[src/rtl/project_controller.sv]
`default_nettype none
// ============================================================================
//  Module   : project_controller
//  Purpose  : Sequencer for a seed/count word generator: loads seed and count,
//             emits one handshaked result word per count, then pulses done.
//             Optional macro CTRL_STALL_CNT_EN adds the stall_cnt output.
//  Revision : 1.0  initial release
// ============================================================================
module project_controller #(
   parameter int WIDTH = 16
) (
   input  logic             clk,
   input  logic             rst,
   input  logic             start,
   input  logic             eq,
   input  logic [WIDTH-1:0] z,
   output logic             lda,
   output logic             ldb,
   output logic             decb,
   output logic             in_sel,
   output logic [WIDTH-1:0] out_data,
   output logic             out_valid,
   input  logic             out_ready,
   output logic             busy,
   output logic             done,
   output logic [WIDTH-1:0] word_cnt
`ifdef CTRL_STALL_CNT_EN
   ,
   output logic [WIDTH-1:0] stall_cnt
`endif
);

   localparam logic [2:0] c_IDLE  = 3'd0;
   localparam logic [2:0] c_LDA   = 3'd1;
   localparam logic [2:0] c_LDB   = 3'd2;
   localparam logic [2:0] c_CHECK = 3'd3;
   localparam logic [2:0] c_EMIT  = 3'd4;
   localparam logic [2:0] c_DONE  = 3'd5;

   logic [2:0]       r_state;
   logic [2:0]       w_state_next;
   logic [WIDTH-1:0] r_out_data;
   logic             r_out_valid;
   logic [WIDTH-1:0] r_word_cnt;
   logic             w_handshake;
   logic             w_run_start;

   assign w_run_start = (r_state == c_IDLE) && start;
   // rst masks the handshake so an aborted run never leaks a decrement
   assign w_handshake = (r_state == c_EMIT) && r_out_valid && out_ready && !rst;

   always_comb begin
      w_state_next = r_state;
      case (r_state)
         c_IDLE:  if (start) w_state_next = c_LDA;
         c_LDA:   w_state_next = c_LDB;
         c_LDB:   w_state_next = c_CHECK;
         c_CHECK: w_state_next = eq ? c_DONE : c_EMIT;
         c_EMIT:  if (w_handshake) w_state_next = c_CHECK;
         c_DONE:  w_state_next = c_IDLE;
         default: w_state_next = c_IDLE;
      endcase
   end

   always_ff @(posedge clk) begin
      if (rst) begin
         r_state     <= c_IDLE;
         r_out_data  <= {WIDTH{1'b0}};
         r_out_valid <= 1'b0;
         r_word_cnt  <= {WIDTH{1'b0}};
      end else begin
         r_state <= w_state_next;
         if (w_run_start) begin
            r_word_cnt <= {WIDTH{1'b0}};
         end
         if ((r_state == c_CHECK) && !eq) begin
            r_out_data  <= z;
            r_out_valid <= 1'b1;
         end
         if (w_handshake) begin
            r_out_valid <= 1'b0;
            r_word_cnt  <= r_word_cnt + WIDTH'(1);
         end
      end
   end

`ifdef CTRL_STALL_CNT_EN
   logic [WIDTH-1:0] r_stall_cnt;

   always_ff @(posedge clk) begin
      if (rst || w_run_start) begin
         r_stall_cnt <= {WIDTH{1'b0}};
      end else if ((r_state == c_EMIT) && !out_ready && !(&r_stall_cnt)) begin
         r_stall_cnt <= r_stall_cnt + WIDTH'(1);
      end
   end

   assign stall_cnt = r_stall_cnt;
`endif

   assign lda       = (r_state == c_LDA);
   assign ldb       = (r_state == c_LDB);
   assign in_sel    = (r_state == c_LDB);
   assign decb      = w_handshake;
   assign busy      = (r_state != c_IDLE);
   assign done      = (r_state == c_DONE);
   assign out_data  = r_out_data;
   assign out_valid = r_out_valid;
   assign word_cnt  = r_word_cnt;

endmodule
`default_nettype wire

[config.mk]
export PLATFORM = sky130hd
export DESIGN_NAME = project_controller
export DESIGN_NICKNAME = d
export VERILOG_FILES = /design/src/rtl/project_controller.sv
export SDC_FILE = /design/constraint.sdc
export NUM_CORES = 1
export LEC_CHECK = 0
export CAP_MARGIN = 10
export CORE_MARGIN = 3
export CORE_UTILIZATION = 30
export DETAILED_ROUTE_END_ITERATION = 6
export GPL_TIMING_DRIVEN = 0
export PLACE_DENSITY_LB_ADDON = 0.08
export SLEW_MARGIN = 10
export SYNTH_ARGS = -nofsm -noshare
export SYNTH_HDL_FRONTEND = slang
export SYNTH_SLANG_ARGS = --single-unit
export TNS_END_PERCENT = 30
[constraint.sdc]
create_clock -name clk -period 2.1 [get_ports clk]
set_input_delay 0.42 -clock clk [delete_from_list [all_inputs] [get_ports clk]]
set_output_delay 0.42 -clock clk [all_outputs]
set_load 0.1 [all_outputs]
==> summary.md <==
| Metric | Value |
|---|---|
| Combinational fraction of design power | 30.7% |
| Die X-Extent | 79.7 µm |
| RSZ-0062 raised after global routing | yes |
| IO Count | 60 |
| Antenna Cells | 0 |
| GPL Wtd Cong | 0.728 |
| CTS Buf Count | 5 |
| DRT iter0 DRCs | 41 |
| Total Routed Length | 4010 µm |
| Leak | 0.00105 µW |
| CTS max path bufs | 2 |
| Worst-path fanout max | 10 |
| Flops & latches, synth | 36 |
| Worst path required time | 1680 ps |
| Final period util | 97.4% |
| Fillers | 543 |
| Vias in the first global route | 1446 |
| Status | complete, no violations |
| Die Footprint | 6350 µm² |
| Final std cells w/o fill | 324 |
| DRC viols | 0 |
| Hold Crit Class | reg -> reg |
| Port bufs | 59 |
| Total power | 1710 µW |
| CP Class | reg -> out |
| DR pass1 iterations | 4 |
| CTS tree | done |
| Slew margin rel. | 34.5% |
| Avg Vias per Cell | 4.60 |
| Post-Syn Area | 1630 µm² |
| Clk pwr share | 27.6% |
| WP data arrival | 1620 ps |
| Worst Hold Slack | 452 ps |
| Syn nets | 209 |
| Warnings from Yosys | 0 |
| P_sw | 623 µW |
| Core area | 5170 µm² |
| Via Count | 1491 |
| GRT met1 Usage | 15.6% |
| Routed WL per cell | 12.4 µm |
| Layout cell share with drive strength beyond 1 | 14.6% |
| Sw Ratio | 36.4% |
| Reg clk slew, reported paths | 70 ps |
| Seq pwr share | 41.7% |
| Row count | 26 |
| Clock Latency Late Sink | 290 ps |
| Skew final | 5.67 ps |
| First-pass GRT wire length | 6660 µm |
| Post-CTS Hold Buffers | 0 |
| DIE HEIGHT | 79.7 µm |
| Placed Cells | 316 |
| VDD IR max | 0.476 mV |
| Gr ovfl total | 0 |
| Final Max Tran Viols | 0 |
| Worst-margin pin slew | 986 ps |
| Sequential-to-total area share from yosys stat | 44.3% |
| CTS root buffer | clkbuf_8 |
| Initial core utilization | 31.5% |
| Clock sink count | 36 |
| Final setup fails | 0 |
| Final Hold Viols | 0 |
| GRT met3 Usage | 6.09% |
| Met2 Usage GRT | 22.2% |
| Distinct cells, synth | 38 |
| Gr busiest metal | met2 |
| CP endpoint kind | primary output |
| PD cells | 721 nW/µm² |
| Max_cap viols | 0 |
| Avg Cell Area, Syn | 8.70 µm² |
| Largest net degree at the start of global routing | 11 |
| Mapped Cells | 187 |
| Pint | 1090 µW |
| Area delta synth->final | 46.0% |
| Remaining antenna violation count | 0 |
| CTS H-tree lvls | 2 |
| Tmin final | 2040 ps |
| Fmax | 0.489 GHz |
| GRT Total Usage | 13.6% |
| Nature of the critical path startpoint | flip-flop |
| Final nets | 276 |
| DP Wirelength | 2910 µm |
| Initial antenna violation count | 0 |
-- layout by cell type (no fill, tap or decap), types with 5 or more instances in the layout --
cell type        Yosys  layout
nand2_1             43      43
a21oi_1             21      21
mux2i_1              7       7
nor2_1              15      14
nor3_1               5       5
xnor2_1              5       5
dfxtp_1             36      36
clkbuf_8             0       5
clkdlybuf4s50_1      0      19
nand3_1              8       8
dlygate4sd2_1        0      29
-- layout make-up --
cell class	instances	area (µm²)	share of cell area, %
Multi-Input combinational cell	137	853	35.9
Sequential cell	36	721	30.3
Timing Repair Buffer	60	553	23.3
Tap cell	70	87.6	3.69
Clock buffer	6	72.6	3.05
Buffer	11	72.6	3.05
Inverter	3	11.3	0.474
Clock inverter	1	5.00	0.211
-- worst max-delay path: stages, from the launching register on --
cell             delay (ps)
dfxtp_1                 320
buf_6                   150
or3_1                   400
clkdlybuf4s15_2         480
-- metal layers --
metal	share of wire (%)	wire length, µm	up-vias
met5	0	0	-
met4	1.9	78	0
met3	7.7	308	6
met2	43	1740	45
met1	47	1880	665
li1	-	-	775
-- cells in the mapped netlist, drive strengths merged --
cell / n / area [µm²]
nor4: 2 / 27.5
nor4b: 1 / 15.0
xor2: 1 / 8.76
o21ba: 1 / 10.0
o21a: 1 / 7.51
ha: 1 / 12.5
mux2i: 7 / 70.1
nor3b: 3 / 33.8
or2: 4 / 25.0
nor3: 5 / 25.0
nand3: 8 / 40.0
a22oi: 1 / 7.51
clkbuf: 3 / 11.3
nand4bb: 1 / 11.3
o221a: 1 / 11.3
and3b: 1 / 8.76
and3: 1 / 6.26
nand4b: 3 / 56.3
inv: 3 / 11.3
a211oi: 3 / 22.5
nand4: 2 / 12.5
a31oi: 1 / 12.5
nand2: 43 / 161
a21oi: 21 / 105
xnor2: 5 / 43.8
nand3b: 1 / 7.51
nor2: 15 / 56.3
dfxtp: 36 / 721
buf: 8 / 56.3
or3: 2 / 12.5
and4: 2 / 17.5
-- stage by stage --
stage	cell area, µm²	TNS [ps]	utilization [%]	worst slack, ps
floorplan	1650	-1440	-	-948
global placement	2330	-2690	45.0	-1300
detailed placement	2330	-2760	45.0	-1300
CTS	2360	-196	45.7	-196
global route	2380	-12.3	45.9	-12.3
finish	2380	0	45.9	55.1
-- power groups by stage --
stage                     clock network, µW  logic (µW)  registers, µW
after floorplan                           0         340            802
after global placement                    0         543            732
after detailed placement                  0         542            732
after CTS                               497         526            716
after global routing                    520         556            717
final                                   473         526            715
-- path summary, 6_finish.rpt --
path / cells past startpoint / slack (ps) / startpoint / to
max: 3 / 60 / r_state[2] / busy
min: 2 / 450 / out_data[1] / out_data[1]
max reg2reg: 5 / 490 / word_cnt[0] / word_cnt[12]
min reg2reg: 2 / 450 / out_data[1] / out_data[1]
-- what timing repair did --
item / CTS / global route
gates resized for setup: 64 / 8
cloned: 0 / 0
buffers inserted: 0 / 1
pin swaps: 0 / 0
setup endpoints to repair: 39 / 5
-- cell families (layout without fill, tap and decap cells) --
logic type / count (synthesis) / count (layout) / share of synthesized area (%)
AO/OA/AOI/OAI: 29 / 29 / 10.8
XOR/XNOR: 6 / 6 / 3.23
adder cells (fa/ha/maj): 1 / 1 / 0.769
buffers and inverters: 14 / 81 / 4.84
flip-flops: 36 / 36 / 44.3
multiplexers: 7 / 7 / 4.30
AND/OR/NAND/NOR: 94 / 94 / 31.7
-- registers in the layout, summed over array words and instances (netlist names) --
register   cells
r_state        3
out_valid      1
out_data      16
word_cnt      16
(Power assumes the default switching activity.)
